[config.mk]
export PLATFORM = sky130hd
export DESIGN_NAME = double_threshold_hysteresis
export DESIGN_NICKNAME = d
export VERILOG_FILES = /design/src/rtl/double_threshold_hysteresis.sv
export SDC_FILE = /design/constraint.sdc
export NUM_CORES = 1
export LEC_CHECK = 0
export BUFFER_PORTS_ARGS = -buffer_cell sky130_fd_sc_hd__buf_2
export CAP_MARGIN = 25
export CORE_MARGIN = 1.5
export CORE_UTILIZATION = 40
export DETAILED_ROUTE_END_ITERATION = 10
export PLACE_DENSITY_LB_ADDON = 0.25
export SETUP_SLACK_MARGIN = 0.02
export SLEW_MARGIN = 20
export SYNTH_ARGS = -nofsm -noshare
export SYNTH_HDL_FRONTEND = slang
export SYNTH_SLANG_ARGS = --single-unit
[constraint.sdc]
create_clock -name clk -period 277.5 [get_ports clk]
set_input_delay 13.875 -clock clk [delete_from_list [all_inputs] [get_ports clk]]
set_output_delay 13.875 -clock clk [all_outputs]
set_load 0.005 [all_outputs]
[src/rtl/double_threshold_hysteresis.sv]
// rtl/double_threshold_hysteresis.sv - two-threshold hysteresis edge linker over a streamed 3x3 class window
// Optional macro DTH_EIGHT_CONN_EN: link through all 8 neighbours (default: 4 orthogonal neighbours).
module double_threshold_hysteresis #(
    parameter int IMG_WIDTH  = 640,
    parameter int IMG_HEIGHT = 480
) (
    input  logic               clk,
    input  logic               rst,
    input  logic signed [10:0] in_mag,
    input  logic               in_valid,
    output logic               in_ready,
    input  logic        [10:0] thr_low,
    input  logic        [10:0] thr_high,
    output logic               out_edge,
    output logic               out_valid,
    input  logic               out_ready,
    output logic               frame_done
);
    localparam int CW   = $clog2(IMG_WIDTH);
    localparam int RW   = $clog2(IMG_HEIGHT);
    localparam int HIST = 2 * IMG_WIDTH + 2;
    localparam logic [CW-1:0] COL_LAST = CW'(IMG_WIDTH - 1);
    localparam logic [RW-1:0] ROW_LAST = RW'(IMG_HEIGHT - 1);
    localparam logic [1:0] CLS_NONE   = 2'd0;
    localparam logic [1:0] CLS_WEAK   = 2'd1;
    localparam logic [1:0] CLS_STRONG = 2'd2;

    typedef enum logic [1:0] {S_FILL, S_RUN, S_FLUSH} state_t;

    state_t        state_q;
    logic [CW-1:0] in_col_q, out_col_q;
    logic [RW-1:0] in_row_q, out_row_q;
    logic [10:0]   thr_lo_q, thr_hi_q;
    logic          out_valid_q, out_edge_q, out_last_q;
    // Two image lines plus two classes of raster history; the 3x3 window is a set of fixed taps.
    logic [1:0]    hist_q [HIST];

    logic          slot_free, accept, first_px, gen, shift;
    logic          up_ok, dn_ok, lf_ok, rt_ok, strong_nb, edge_d, out_last_d;
    logic [10:0]   mag_u, thr_lo_eff, thr_hi_eff;
    logic [1:0]    in_cls, new_cls, centre;

    assign slot_free = !out_valid_q || out_ready;

    always_comb begin
        in_ready = 1'b0;
        if (!rst) begin
            if (state_q == S_FILL)
                in_ready = 1'b1;
            else if (state_q == S_RUN)
                in_ready = slot_free;
        end
    end

    assign accept   = in_valid && in_ready;
    assign first_px = (state_q == S_FILL) && (in_row_q == '0) && (in_col_q == '0);

    // The first pixel of a frame is classified with the thresholds being captured that cycle.
    always_comb begin
        thr_hi_eff = thr_hi_q;
        thr_lo_eff = thr_lo_q;
        if (first_px) begin
            thr_hi_eff = thr_high;
            thr_lo_eff = (thr_low > thr_high) ? thr_high : thr_low;
        end
    end

    always_comb begin
        mag_u  = in_mag[10] ? 11'd0 : $unsigned(in_mag);
        in_cls = CLS_NONE;
        if (mag_u >= thr_hi_eff)
            in_cls = CLS_STRONG;
        else if (mag_u >= thr_lo_eff)
            in_cls = CLS_WEAK;
    end

    assign gen     = ((state_q == S_RUN) && accept) || ((state_q == S_FLUSH) && slot_free);
    assign shift   = accept || ((state_q == S_FLUSH) && slot_free);
    assign new_cls = (state_q == S_FLUSH) ? CLS_NONE : in_cls;
    assign centre  = hist_q[IMG_WIDTH];

    always_comb begin
        up_ok     = (out_row_q != '0);
        dn_ok     = (out_row_q != ROW_LAST);
        lf_ok     = (out_col_q != '0);
        rt_ok     = (out_col_q != COL_LAST);
        strong_nb = (up_ok && hist_q[2*IMG_WIDTH]   == CLS_STRONG)
                 || (dn_ok && hist_q[0]             == CLS_STRONG)
                 || (lf_ok && hist_q[IMG_WIDTH + 1] == CLS_STRONG)
                 || (rt_ok && hist_q[IMG_WIDTH - 1] == CLS_STRONG);
`ifdef DTH_EIGHT_CONN_EN
        strong_nb = strong_nb
                 || (up_ok && lf_ok && hist_q[2*IMG_WIDTH + 1] == CLS_STRONG)
                 || (up_ok && rt_ok && hist_q[2*IMG_WIDTH - 1] == CLS_STRONG)
                 || (dn_ok && lf_ok && hist_q[1]               == CLS_STRONG)
                 || (dn_ok && rt_ok && new_cls                 == CLS_STRONG);
`endif
        edge_d     = (centre == CLS_STRONG) || ((centre == CLS_WEAK) && strong_nb);
        out_last_d = (out_row_q == ROW_LAST) && (out_col_q == COL_LAST);
    end

    always_ff @(posedge clk) begin
        if (shift) begin
            hist_q[0] <= new_cls;
            for (int i = 1; i < HIST; i++)
                hist_q[i] <= hist_q[i-1];
        end
    end

    always_ff @(posedge clk) begin
        if (rst) begin
            state_q     <= S_FILL;
            in_col_q    <= '0;
            in_row_q    <= '0;
            out_col_q   <= '0;
            out_row_q   <= '0;
            thr_lo_q    <= '0;
            thr_hi_q    <= '0;
            out_valid_q <= 1'b0;
            out_edge_q  <= 1'b0;
            out_last_q  <= 1'b0;
        end else begin
            if (accept) begin
                if (first_px) begin
                    thr_lo_q <= thr_lo_eff;
                    thr_hi_q <= thr_hi_eff;
                end
                if (in_col_q == COL_LAST) begin
                    in_col_q <= '0;
                    in_row_q <= (in_row_q == ROW_LAST) ? '0 : in_row_q + 1'b1;
                end else begin
                    in_col_q <= in_col_q + 1'b1;
                end
            end

            case (state_q)
                S_FILL:  if (accept && in_row_q == RW'(1) && in_col_q == '0)
                             state_q <= S_RUN;
                S_RUN:   if (accept && in_row_q == ROW_LAST && in_col_q == COL_LAST)
                             state_q <= S_FLUSH;
                S_FLUSH: if (gen && out_last_d)
                             state_q <= S_FILL;
                default: state_q <= S_FILL;
            endcase

            if (gen) begin
                out_valid_q <= 1'b1;
                out_edge_q  <= edge_d;
                out_last_q  <= out_last_d;
                if (out_col_q == COL_LAST) begin
                    out_col_q <= '0;
                    out_row_q <= out_last_d ? '0 : out_row_q + 1'b1;
                end else begin
                    out_col_q <= out_col_q + 1'b1;
                end
            end else if (out_ready) begin
                out_valid_q <= 1'b0;
                out_last_q  <= 1'b0;
            end
        end
    end

    assign out_valid  = out_valid_q;
    assign out_edge   = out_edge_q;
    assign frame_done = out_valid_q && out_ready && out_last_q;

endmodule

[Yosys cells after proc, flatten, opt, wreduce, memory -nomap -nowiden]
Memories as Yosys holds them, arrays and structs flattened.
Cells that the tools add are included.
Cells by class
  add/sub/neg operators: 4
  $lt $le $gt $ge: 3
  equality and inequality tests: 18
  multiplexer cells: 23
  reduce and logical (&&, ||, !) cells: 36
Operator list (number)
  $mux 11: 3
  $mux 10: 3
  $ge 10x11->1: 2
  $add 10x1->10 const B: 2
  $eq 10x10->1 const B: 2
  $add 9x1->9 const B: 2
  $eq 9x9->1 const B: 2
  $logic_and 1x1->1: 18
  $mux 9: 2
  $eq 2x2->1 const B: 6
  $gt 11x11->1: 1
  $logic_not 10->1: 1
  $mux 2: 5
  $ne 10x10->1 const B: 1
  $reduce_bool 10->1: 1
  $eq 9x1->1 const B: 1
  $logic_not 9->1: 1
  $mux 1: 9
  $ne 9x9->1 const B: 1
  $reduce_bool 9->1: 1
  $logic_or 1x1->1: 7
  $ne 2x1->1 const B: 3
  $pmux 2 s3: 1
  $reduce_and 2->1: 3
  other kinds (5): 6
Word-level totals
  flip-flop bits (word level): 65
  bits in writable memories: 2564
  input bits: 37
  word-level logic and storage cells: 95
  memories kept: 1
Memory list
  hist_q: words 1282, width 2, read ports 1281, clocked after memory_dff 0, wr ports 1282, line 36  | logic [1:0] hist_q [HIST];

[Longest topological paths before layout]
Gate-level depths: netlist of run 1.
  depth in word-level cells: 11
  mapped depth: 15
  mapped depth without buffers: 15

[Worst setup path before layout of run 1]
OpenSTA, ideal clock, no wires.
  path type: in2reg
  start point: in out_ready
  end point: mem hist_q[0][0] (enable)
  library setup time: 9.068 ns
  data arrival time: 191.589 ns
  required time: 268.432 ns
  slack: 76.843 ns
  stages on the path: 2
  path buffers: 0
  cell sequence: nor2b_1 > o21ai_0
RTL lines
  start, declared: line 16  | input logic out_ready,
  end, declared: line 36

[Worst setup path in the final report of run 1]
  start point: in rst
  end point: out in_ready
On the way
  longest elaborated chain between the ends: 1
Ends and longest elaborated chain
  start, declared: line 8  | input logic rst,
  $mux 1: line 47  | if (!rst) begin
  end, declared: line 11  | output logic in_ready,
No other way between the ends.

==> results of run 1 <==
[worst max-delay path, cell delays in order]
cell and delay (ns):
buf_2 0.08, buf_4 0.50, nor2_4 0.09, and2_1 0.17, buf_2 0.12
[flip-flops by register name, summed over array words and instances, names as in the netlist]
name / count
thr_hi_q: 11
out_last_q: 1
out_col_q: 10
hist_q: 2562
in_col_q: 10
out_row_q: 9
out_edge: 1
state_q: 2
thr_lo_q: 11
in_row_q: 9
out_valid: 1
[routing by layer]
layer  global-route usage [%]  vias to the layer above
met5                        0                        -
li1                         -                    12920
met3                    2.644                      241
met2                    10.79                      445
met4                    3.938                        0
met1                    16.50                    14310
[cell families after synthesis]
family / Yosys count / synth area share, %
flip-flops: 2627 / 96.49
AND/OR/NAND/NOR: 200 / 1.338
AO/OA/AOI/OAI: 66 / 0.5416
buffers and inverters: 42 / 0.2207
adder cells (fa/ha/maj): 40 / 0.6173
multiplexers: 34 / 0.4367
XOR/XNOR: 33 / 0.3565
[per-stage QoR]
stage	power, mW	cells	utilization, %
2_1_floorplan	0.6078	3042	-
3_3_place_gp	0.4759	5765	42.02
3_5_place_dp	0.4763	5768	42.06
4_1_cts	0.8237	6234	46.20
5_1_grt	0.8417	6239	46.25
6_report	0.8095	6240	46.25
[report_power, final]
part	internal [mW]	switching, mW
logic	0.00239	0.00925
clock network	0.202	0.140
registers	0.452	0.00421
[path summary, 6_finish.rpt]
path | from | to | slack (ns)
min | hist_q[2][44]$_DFFE_PP_ | hist_q[2][46]$_DFFE_PP_ | 0.38
max | rst | in_ready | 248.77
min reg2reg | hist_q[2][44]$_DFFE_PP_ | hist_q[2][46]$_DFFE_PP_ | 0.38
max reg2reg | state_q[1]$_SDFFE_PP0P_ | hist_q[1][973]$_DFFE_PP_ | 271.96
[final cells by class]
class	count	area [µm²]	share of cell area [%]
Timing Repair Buffer	77	678.2	0.7262
Antenna cell	2	5.005	0.005360
Multi-Input combinational cell	373	2679	2.869
Tap cell	2672	3343	3.580
Inverter	23	86.33	0.09245
Clock inverter	126	1056	1.131
Clock buffer	340	7296	7.813
Sequential cell	2627	78240	83.78
[synth_stat cells (all sizes together) (11+ instances only)]
library cell	count	share of area, %
a21oi	25	0.15
dfxtp	65	1.6
edfxtp	2562	95
ha	40	0.62
inv	23	0.11
mux2	11	0.15
mux2i	23	0.28
nand2	45	0.21
nand3	13	0.080
nand4	14	0.12
nor2	48	0.23
nor3	17	0.12
xnor2	13	0.14
xor2	20	0.22
==> results.md, run 1 <==
Status:
- The run finished with clean final reports.

Synth:
- The top flip-flop cell by instance count after synthesis is edfxtp_1.
- The sequential share of the synthesized area is 96.49%.
- The synthesized instance count is 3,042.
- The number of nets in the synthesized netlist is 3,119.
- A synthesized cell averages 26.65 µm².
- The netlist uses 54 different library cells.
- Yosys mapped a number of flops with a built-in enable equal to 2,562.
- Counting flops with an async set or reset pin after synthesis yields a share of 0%.
- After synthesis the netlist holds a flip-flop and latch count of 2,627.
- During synthesis, Yosys emitted a total of 0 warnings.
- Summing every instance area after synthesis gives 81,080 µm².

STA:
- The final setup skew is 0.04780 ns.
- The setup violation total in the final timing report is 0.
- The number of hold violations in the final report came to 0.
- The final critical-path setup slack is 248.77 ns.
- After routing, the total negative slack on setup checks comes to 0 ns.
- Setup repair after global routing left no endpoint under its margin.
- The tightest hold margin is 0.3814 ns.
- The relative slew slack is 30.08%.
- The achievable clock frequency is 0.03481 GHz.
- After layout, the worst path uses 10.35% of the clock period.
- For the pin with the worst max-slew slack, the measured transition is 1.049 ns.
- For the finished layout, the period the worst path requires is 28.73 ns.
- The max-slew violation count came to 0.

Pwr:
- In this run the static leakage power is 30.27 nW.
- VDD sags by at most 0.007837 mV.
- The cell area power density is 8.669 nW/µm².

Finish:
- The finished cells cover 93,380 µm².
- After filler insertion, the fill cell instance count of the layout stands at 16,370.
- The fraction of final layout cells sized beyond drive strength 1 is 12.96%.
- In the layout the commonest cells are edfxtp_1 (2,562), clkbuf_16 (283), dfxtp_1 (65).
- Leaving out fill and tap cells, the most frequent cell in the layout is edfxtp_1.
- The net count of the finished layout is 3,456.
- From synthesis to final layout, the design area changed by 15.17%.

Global routing:
- The number of antenna violations at the first check in global routing is 3.
- The first-pass GRT wire length is 157,900 µm.
- The number of global-route vias before repair came to 27,390.
- The overflow left after global routing is 0.
- The overall global routing resource usage is 9.571%.
- The pin count of the biggest net entering global routing is 211.

Place:
- Detailed placement finished with a half-perimeter wire length of 39,650 µm.
- The congestion estimate from routability-driven global placement came to 0.7172.
- The instance area after placement is 84,930 µm².
- In this run the tool buffered the top-level ports with 40 buffer cells.
- At the placement stage, the worst setup path has a slack of 248.77 ns.

Route:
- The routed length on met3 is 4615 µm.
- The detailed-route via count is 27,910.
- Wires add up to 96,290 µm.
- The initial DRC count is 2,763.
- The DRC violation count after routing is 0.
- The remaining antenna violation count is 0.
- The number of iterations in the first detailed-routing pass is 4.
- The wire length on met2 is 36,030 µm.
- In the final routing, the length of wire on met1 measures 52,910 µm.
- In the final routed layout, each cell accounts on average for 15.43 µm.
- Routed signal wires occupy layers up through met4.
- The per-cell via count in the routed design is 4.472.

Min path:
- The instance count along the most critical hold path is 0.
- The path class of the tightest hold or removal check is reg2reg.

Critical path:
- The top fanout value on the critical path is 53.
- The startpoint type of the worst setup path is a primary input.
- STA classifies the critical path endpoint as an output port.
- The required time at the worst-slack endpoint is 263.62 ns.
- Counting cells, the worst reg-to-reg path comes to 8.
- For the worst setup path, the data arrival time is 14.85 ns.
- The class of the most critical setup path is in2out.

Clocking:
- The longest clock path from root to sink contains 4 buffers.
- For this design, the CTS-stage hold fixing added 0 buffers.
- The clock drives 2,627 sinks.
- After clock tree synthesis, the clock-pin slew on the worst setup and hold paths is 0.06 ns.
- The TritonCTS clock tree is built.
- The total setup buffers inserted after CTS is 0.
- CTS built an H-tree with a depth of 5.
- The number of gates given a new drive strength after cts is 0.
- TritonCTS created 277 clock buffers.
- The root buffer cell chosen for the clock tree is clkbuf_16.
- The clock insertion delay at the later pin of the skew report is 0.88 ns.

Floorplanning:
- For this configuration, the core starts out at a cell density of 40.16%.
- 41 I/O pins were placed.
- The floorplan core area is 201,900 µm².
- The floorplan die area is 205,400 µm².
- The die is 453.2 µm wide.
- The height of the die is 453.2 µm.
- The total number of placement rows is 165.

Run:
- Across the run, the number of max-cap violations was 0.
(Power assumes the default switching activity.)
==> run 2, diff against run 1 <==
- clock period: 277.5 -> 28.4 ns (I/O delays scaled with it)
==> results.md, run 2 (same netlist as run 1, synthesis figures left out) <==
Status:
- The flow ran to the end, and the final reports show no timing, DRC or antenna violations.

Global routing:
- The overflow left after global routing was 0 (unchanged).
- The pin count of the biggest net entering global routing came to 210 (-0.47%).
- The number of global-route vias before repair is 27,160 (-0.81%).
- The number of antenna violations at the first check in global routing was 9 (+6).
- The first-pass GRT wire length came to 158,000 µm (about the same).
- The overall global routing resource usage is 9.653% (+0.081 points).

Critical path:
- The critical path launch point is rst.
- The required time at the worst-slack endpoint is 28.87 ns (-234.75 ns).
- The critical path ends at hist_q[0][840]$_DFFE_PP_.
- For this design, the slowest cell found on the critical path is buf_4.
- Counting stages on the worst path, the most repeated cell is buf_4.
- The top fanout value on the critical path is 202 (+280%).
- The data arrival at the endpoint of the critical path is 6.39 ns (-8.46 ns).
- The peak per-stage delay on the critical path is 0.82 ns (+0.32 ns).
- The critical path goes through buf_2, buf_4, nor2_4, nand3_1, o21ai_4, buf_4, buf_12, buf_12, buf_4, buf_16, buf_4.
- The flop-to-flop setup slack is 23.12 ns (-248.84 ns).
- The critical path endpoint category is a register.
- The critical path is of the in2reg type.
- The endpoint identified for the worst register-to-register timing path is hist_q[0][840]$_DFFE_PP_.
- The reg-to-reg startpoint is state_q[0]$_SDFFE_PP0P_.
- STA classifies the critical path startpoint as a primary input.
- The depth of the worst register-to-register path is 8 (unchanged).

Clocking:
- The clock insertion delay at the later pin of the skew report was 0.89 ns (about the same).
- The number of clock sinks is 2,627 (unchanged).
- The total clock buffers created by CTS is 279 (+0.72%).
- The count of hold-fix buffers inserted at cts is 0 (unchanged).
- The TritonCTS clock tree is built.
- The count of H-tree levels built during CTS is 5 (unchanged).
- The total setup buffers inserted after CTS was 0 (unchanged).
- Clock tree synthesis selected as its root buffer the cell clkbuf_16.
- The clock-pin slew of the registers on the worst-case setup and hold paths is 0.06 ns (about the same).
- The number of gates given a new drive strength after cts is 0 (unchanged).
- The deepest clock path buffer count is 4 (unchanged).

STA:
- Setup repair after global routing left no endpoint under its margin.
- The worst-margin pin slew is 1.174 ns (+0.1247 ns).
- The setup violation total in the final timing report is 0 (unchanged).
- The relative slew slack is 21.77% (-8.3 points).
- The tightest hold margin is 0.3714 ns (-0.009976 ns).
- The setup total negative slack was 0 ns (unchanged).
- The achievable clock frequency is 0.1688 GHz.
- The final setup skew is 0.04809 ns (+0.0002878 ns).
- The max-slew violation count came to 0 (unchanged).
- Dividing the final minimum period by the clock period gives 20.86%.
- The shortest period the worst path allows is 5.925 ns.
- The number of hold violations in the final report was 0 (unchanged).

Route:
- The per-cell via count in the routed design is 4.475 (about the same).
- The initial DRC count is 2,623 (-5.1%).
- The wire length on met2 is 37,420 µm (+3.9%).
- In this run the top signal layer used is met4.
- The DRC violation count after routing is 0 (unchanged).
- The post-route met1 wirelength is 52,860 µm (about the same).
- The routed length on met3 was 4840 µm (+4.9%).
- The detailed-route wire length per cell is 15.70 µm (+1.8%).
- The detailed-route via count is 27,920 (+0.039%).
- The number of iterations in the first detailed-routing pass is 5 (+1).
- The total wire length came to 97,950 µm (+1.7%).
- The remaining antenna violation count came to 0 (unchanged).

Pwr:
- The cell area power density was 84.70 nW/µm² (+880%).
- The leakage power total is 30.28 nW (about the same).
- The worst supply voltage drop on vdd is 0.06295 mV (+700%).

Floorplanning:
- The number of top-level pins is 41 (unchanged).
- The floorplan core area is 201,900 µm² (unchanged).
- The die span in x came to 453.2 µm (unchanged).
- The height of the die is 453.2 µm (unchanged).
- The effective utilization at floorplan is 40.16% (unchanged).
- The total number of placement rows is 165 (unchanged).
- The floorplan die area is 205,400 µm² (unchanged).

Finish:
- The net count of the finished layout is 3,456 (unchanged).
- The fraction of final layout cells sized beyond drive strength 1 is 12.85% (-0.10 points).
- The largest registers in the layout are hist_q (2562), thr_hi_q (11), thr_lo_q (11).
- The growth of design area from synthesis to finish is 15.12% (about the same).
- The total non-filler cell area in the finished layout came to 93,340 µm² (about the same).
- The flip-flop count of the largest register, all copies and words added came to 2,562 (unchanged).
- Counting flops per register, the top entry is hist_q.
- The library cells used most frequently in the layout, excluding fill and tap cells, are edfxtp_1 (2,562), clkbuf_16 (283), dfxtp_1 (65).
- The fraction of the core area covered by cells at the end of the flow is 46.23% (about the same).
- Leaving out fill and tap cells, the most frequent cell in the layout is edfxtp_1.

Place:
- The instance area after placement is 84,850 µm² (about the same).
- The final weighted congestion in routability-driven placement is 0.6986 (-2.6%).
- The detailed placer's ending HPWL is 41,130 µm (+3.7%).
- The count of port buffers added during placement is 40 (unchanged).

Run:
- The max-cap check violation count is 0 (unchanged).

Min path:
- The worst hold path belongs to the class reg2reg.
run 2: cell count changes in the layout (fill, tap and decap cells not counted), sizes merged:
cell,change
clkbuf,-6
inv,+5
buf,-2
clkinv,+8
clkinvlp,-7
run 2: critical path, delay by kind of cell:
family                 cells  cell delay [ns]
buffers and inverters      8             3.89
and+or+nand+nor            2             0.48
AOI/OAI and AO/OA          1             0.25
run 2: stage by stage:
stage               power (mW)  setup slack, ns  instances
global route             8.216            22.03       6237
CTS                      8.054            21.74       6231
global placement         4.651            20.93       5764
finish                   7.906            22.48       6238
floorplan                4.873           -14.83       3042
detailed placement       4.652            20.73       5765
run 2: routing by layer:
| metal | GRT usage [%] | vias up |
|---|---|---|
| met3 | 2.716 | 237 |
| met4 | 3.927 | 0 |
| met1 | 16.45 | 14260 |
| met2 | 11.07 | 494 |
| li1 | - | 12930 |
| met5 | 0 | - |
run 2: final cells by class:
type	count	area, µm²
antenna	2	5.005
clock buffer	334	7273
clock inverter	132	1070
fill	16380	108600
inverter	23	86.33
multi-input combinational	373	2686
sequential	2627	78240
tap	2672	3343
timing repair buffer	75	645.6
run 2: power breakdown:
part	total [mW]	internal [mW]	switching, mW
combinational	0.112	0.0228	0.0896
clock	3.33	1.97	1.36
sequential	4.46	4.42	0.0417
run 2: worst min-delay path by stage:
stage | start | end | slack, ns | cells after the start
after detailed placement | hist_q[0][107]$_DFFE_PP_ | hist_q[0][109]$_DFFE_PP_ | 0.40 | 0
after global placement | hist_q[2][296]$_DFFE_PP_ | hist_q[2][298]$_DFFE_PP_ | 0.40 | 0
after CTS | hist_q[1][362]$_DFFE_PP_ | hist_q[1][364]$_DFFE_PP_ | 0.37 | 0
final | hist_q[1][362]$_DFFE_PP_ | hist_q[1][364]$_DFFE_PP_ | 0.37 | 0
after global routing | hist_q[1][362]$_DFFE_PP_ | hist_q[1][364]$_DFFE_PP_ | 0.38 | 0
after floorplan | hist_q[0][998]$_DFFE_PP_ | hist_q[0][1000]$_DFFE_PP_ | 0.40 | 0
==> run 3, diff against run 2 <==
- clock period: 28.4 -> 5.45 ns (I/O delays scaled with it)
==> results.md, run 3 (same netlist as run 1, synthesis figures left out) <==
Clocking:
- The deepest clock path buffer count is 4 (unchanged).
- The number of clock sinks is 2,627 (unchanged).
- TritonCTS built the clock tree.
- The clock insertion delay at the later pin of the skew report was 0.89 ns (about the same).
- The library cell used as clock root buffer is clkbuf_16.
- The clock-pin slew of the registers on the worst-case setup and hold paths is 0.06 ns (about the same).
- The number of gates given a new drive strength after cts is 0 (unchanged).
- The count of H-tree levels built during CTS is 5 (unchanged).
- The total setup buffers inserted after CTS is 0 (unchanged).
- The total clock buffers created by CTS is 282 (+1.1%).

Route:
- The total wire length is 98,550 µm (+0.61%).
- The detailed-route via count is 28,200 (+1.0%).
- The number of iterations in the first detailed-routing pass is 5 (unchanged).
- The per-cell via count in the routed design is 4.491 (+0.34%).
- The initial DRC count is 3,067 (+17%).
- The remaining antenna violation count is 0 (unchanged).
- The detailed-route wire length per cell was 15.69 µm (about the same).
- The DRC violation count after routing is 0 (unchanged).

Floorplanning:
- The height of the die came to 453.2 µm (unchanged).
- The floorplan core area was 201,900 µm² (unchanged).
- The floorplan die area is 205,400 µm² (unchanged).
- The effective utilization at floorplan is 40.16% (unchanged).
- The number of top-level pins is 41 (unchanged).
- The die span in x was 453.2 µm (unchanged).
- The total number of placement rows was 165 (unchanged).

Finish:
- The count of placed standard cells in the final layout, fillers left out is 6,279 (+0.66%).
- The flip-flop count of the largest register, all copies and words added is 2,562 (unchanged).
- In the final layout, the registers with the most flip-flops are hist_q (2562), thr_hi_q (11), thr_lo_q (11).
- The filler cell count is 16,380 (-0.018%).
- The net count of the finished layout is 3,491 (+1.0%).
- The total non-filler cell area in the finished layout is 93,950 µm² (+0.65%).
- The fraction of final layout cells sized beyond drive strength 1 came to 13.14% (+0.29 points).
- The fraction of the core area covered by cells at the end of the flow is 46.53% (+0.30 points).
- The growth of design area from synthesis to finish is 15.87%.
- The leading cell type in the layout, fill and taps excluded is edfxtp_1.
- hist_q holds more flip-flops than any other register.
- In the layout the commonest cells are edfxtp_1 (2,562), clkbuf_16 (290), dfxtp_1 (63).

Global routing:
- The overflow left after global routing came to 0 (unchanged).
- The overall global routing resource usage is 9.755% (+0.10 points).
- The first-pass GRT wire length was 159,900 µm (+1.2%).
- The number of antenna violations at the first check in global routing is 3 (-6).
- The number of global-route vias before repair was 27,410 (+0.91%).
- The pin count of the biggest net entering global routing is 195 (-7.1%).

Run:
- The max-cap check violation count is 0 (unchanged).

Critical path:
- The class of the most critical setup path is reg2reg.
- On the critical path, the stage with the largest delay is an instance of nor2_2.
- The data arrival at the endpoint of the critical path is 3.98 ns (-2.41 ns).
- The top fanout value on the critical path is 14 (-93%).
- The critical path endpoint category is a register.
- The startpoint type of the worst setup path is a register.
- The cell family contributing the most delay on the critical path is simple AND/OR/NAND/NOR gates.
- Walking the worst path, the cells encountered are inv_1, ha_1, nor4b_1, nand4_1, nor2_2, buf_4, mux2i_1, ha_1, a211oi_1, o21ai_0, a21oi_1, o21ai_0, nand3_1, a211oi_1.
- The number of buffer and inverter stages on the critical path is 2 (-6).
- The required time at the worst-slack endpoint is 6.06 ns (-22.81 ns).
- The peak per-stage delay on the critical path is 0.44 ns (-0.38 ns).

STA:
- The worst-margin pin slew is 1.096 ns (-0.07706 ns).
- The setup violation total in the final timing report is 0 (unchanged).
- After layout, the worst path uses 61.80% of the clock period.
- The relative slew slack is 26.90% (+5.1 points).
- The max-slew violation count is 0 (unchanged).
- Setup repair after global routing left no endpoint under its margin.
- The final setup skew is 0.06396 ns (+0.01587 ns).
- The setup total negative slack is 0 ns (unchanged).
- The shortest period the worst path allows is 3.368 ns.
- The final critical-path setup slack is 2.082 ns (-20.39 ns).
- The number of hold violations in the final report is 0 (unchanged).
- The tightest hold margin came to 0.2333 ns (-0.1380 ns).
- The achievable clock frequency is 0.2969 GHz.

Place:
- The detailed placer's ending HPWL was 41,510 µm (+0.91%).
- The count of port buffers added during placement came to 40 (unchanged).
- The number of placed instances with taps included is 5,772 (+0.12%).
- The instance area after placement is 85,010 µm² (+0.18%).
- The final weighted congestion in routability-driven placement was 0.7064 (+1.1%).
- The setup slack after placement is 1.743 ns (-18.98 ns).

Pwr:
- The cell area power density is 444.0 nW/µm² (+420%).
- The worst supply voltage drop on vdd is 0.3460 mV (+450%).
- The leakage power total is 30.52 nW (+0.81%).
- The total power consumption of the routed design is 41.71 mW (+430%).

Min path:
- The tightest min-delay check is of the in2reg type.

Status:
- The run finished with clean final reports.
[run 3: changes by cell type in the layout (fill, tap and decap cells not counted), moves of 4 or more]
cell	previous run	this run
buf_12	6	14
buf_16	5	0
bufinv_16	17	21
clkbuf_16	283	290
clkinvlp_4	0	10
dlygate4sd3_1	0	30
inv_6	9	3
[run 3: worst min-delay path, delay by kind of cell]
kind                   cells  cell delay [ns]
buffers and inverters      2             0.67
AO/OA/AOI/OAI              1             0.05
AND/OR/NAND/NOR            1             0.06
[run 3: where the power goes]
part	switching (mW)	internal, mW
registers	0.217	23.0
clock network	7.19	10.7
logic	0.473	0.134
total	7.88	33.8
[run 3: path summary, 6_finish.rpt]
path / from / end / slack, ns / cells past startpoint
worst max register to register: in_col_q[0]$_SDFFE_PP0P_ / hist_q[0][0]$_SDFFCE_PP0P_ / 2.08 / 14
worst min register to register: hist_q[2][250]$_DFFE_PP_ / hist_q[2][252]$_DFFE_PP_ / 0.36 / 0
worst max-delay path: in_col_q[0]$_SDFFE_PP0P_ / hist_q[0][0]$_SDFFCE_PP0P_ / 2.08 / 14
worst min-delay path: thr_high[9] / thr_hi_q[9]$_SDFFE_PP0P_ / 0.23 / 4
[run 3: layout make-up]
type | instances | area (µm²) | share of cell area [%]
Sequential cell | 2627 | 78240 | 83.28
Clock buffer | 341 | 7448 | 7.928
Tap cell | 2672 | 3343 | 3.558
Multi-Input combinational cell | 373 | 2686 | 2.859
Clock inverter | 135 | 1192 | 1.269
Timing Repair Buffer | 107 | 953.4 | 1.015
Inverter | 23 | 86.33 | 0.09189
Antenna cell | 1 | 2.502 | 0.002664
[run 3: per-layer routing]
layer | GRT usage [%] | vias to the layer above | wire (µm)
li1 | - | 13000 | -
met1 | 16.83 | 14460 | 53690
met2 | 10.87 | 483 | 37020
met3 | 2.807 | 259 | 4820
met4 | 4.085 | 0 | 3014
met5 | 0 | - | 0
[run 3: timing repair]
item	4_1_cts	5_1_grt
setup endpoints to repair	0	0
hold buffers	30	0
hold endpoints to repair	43	0
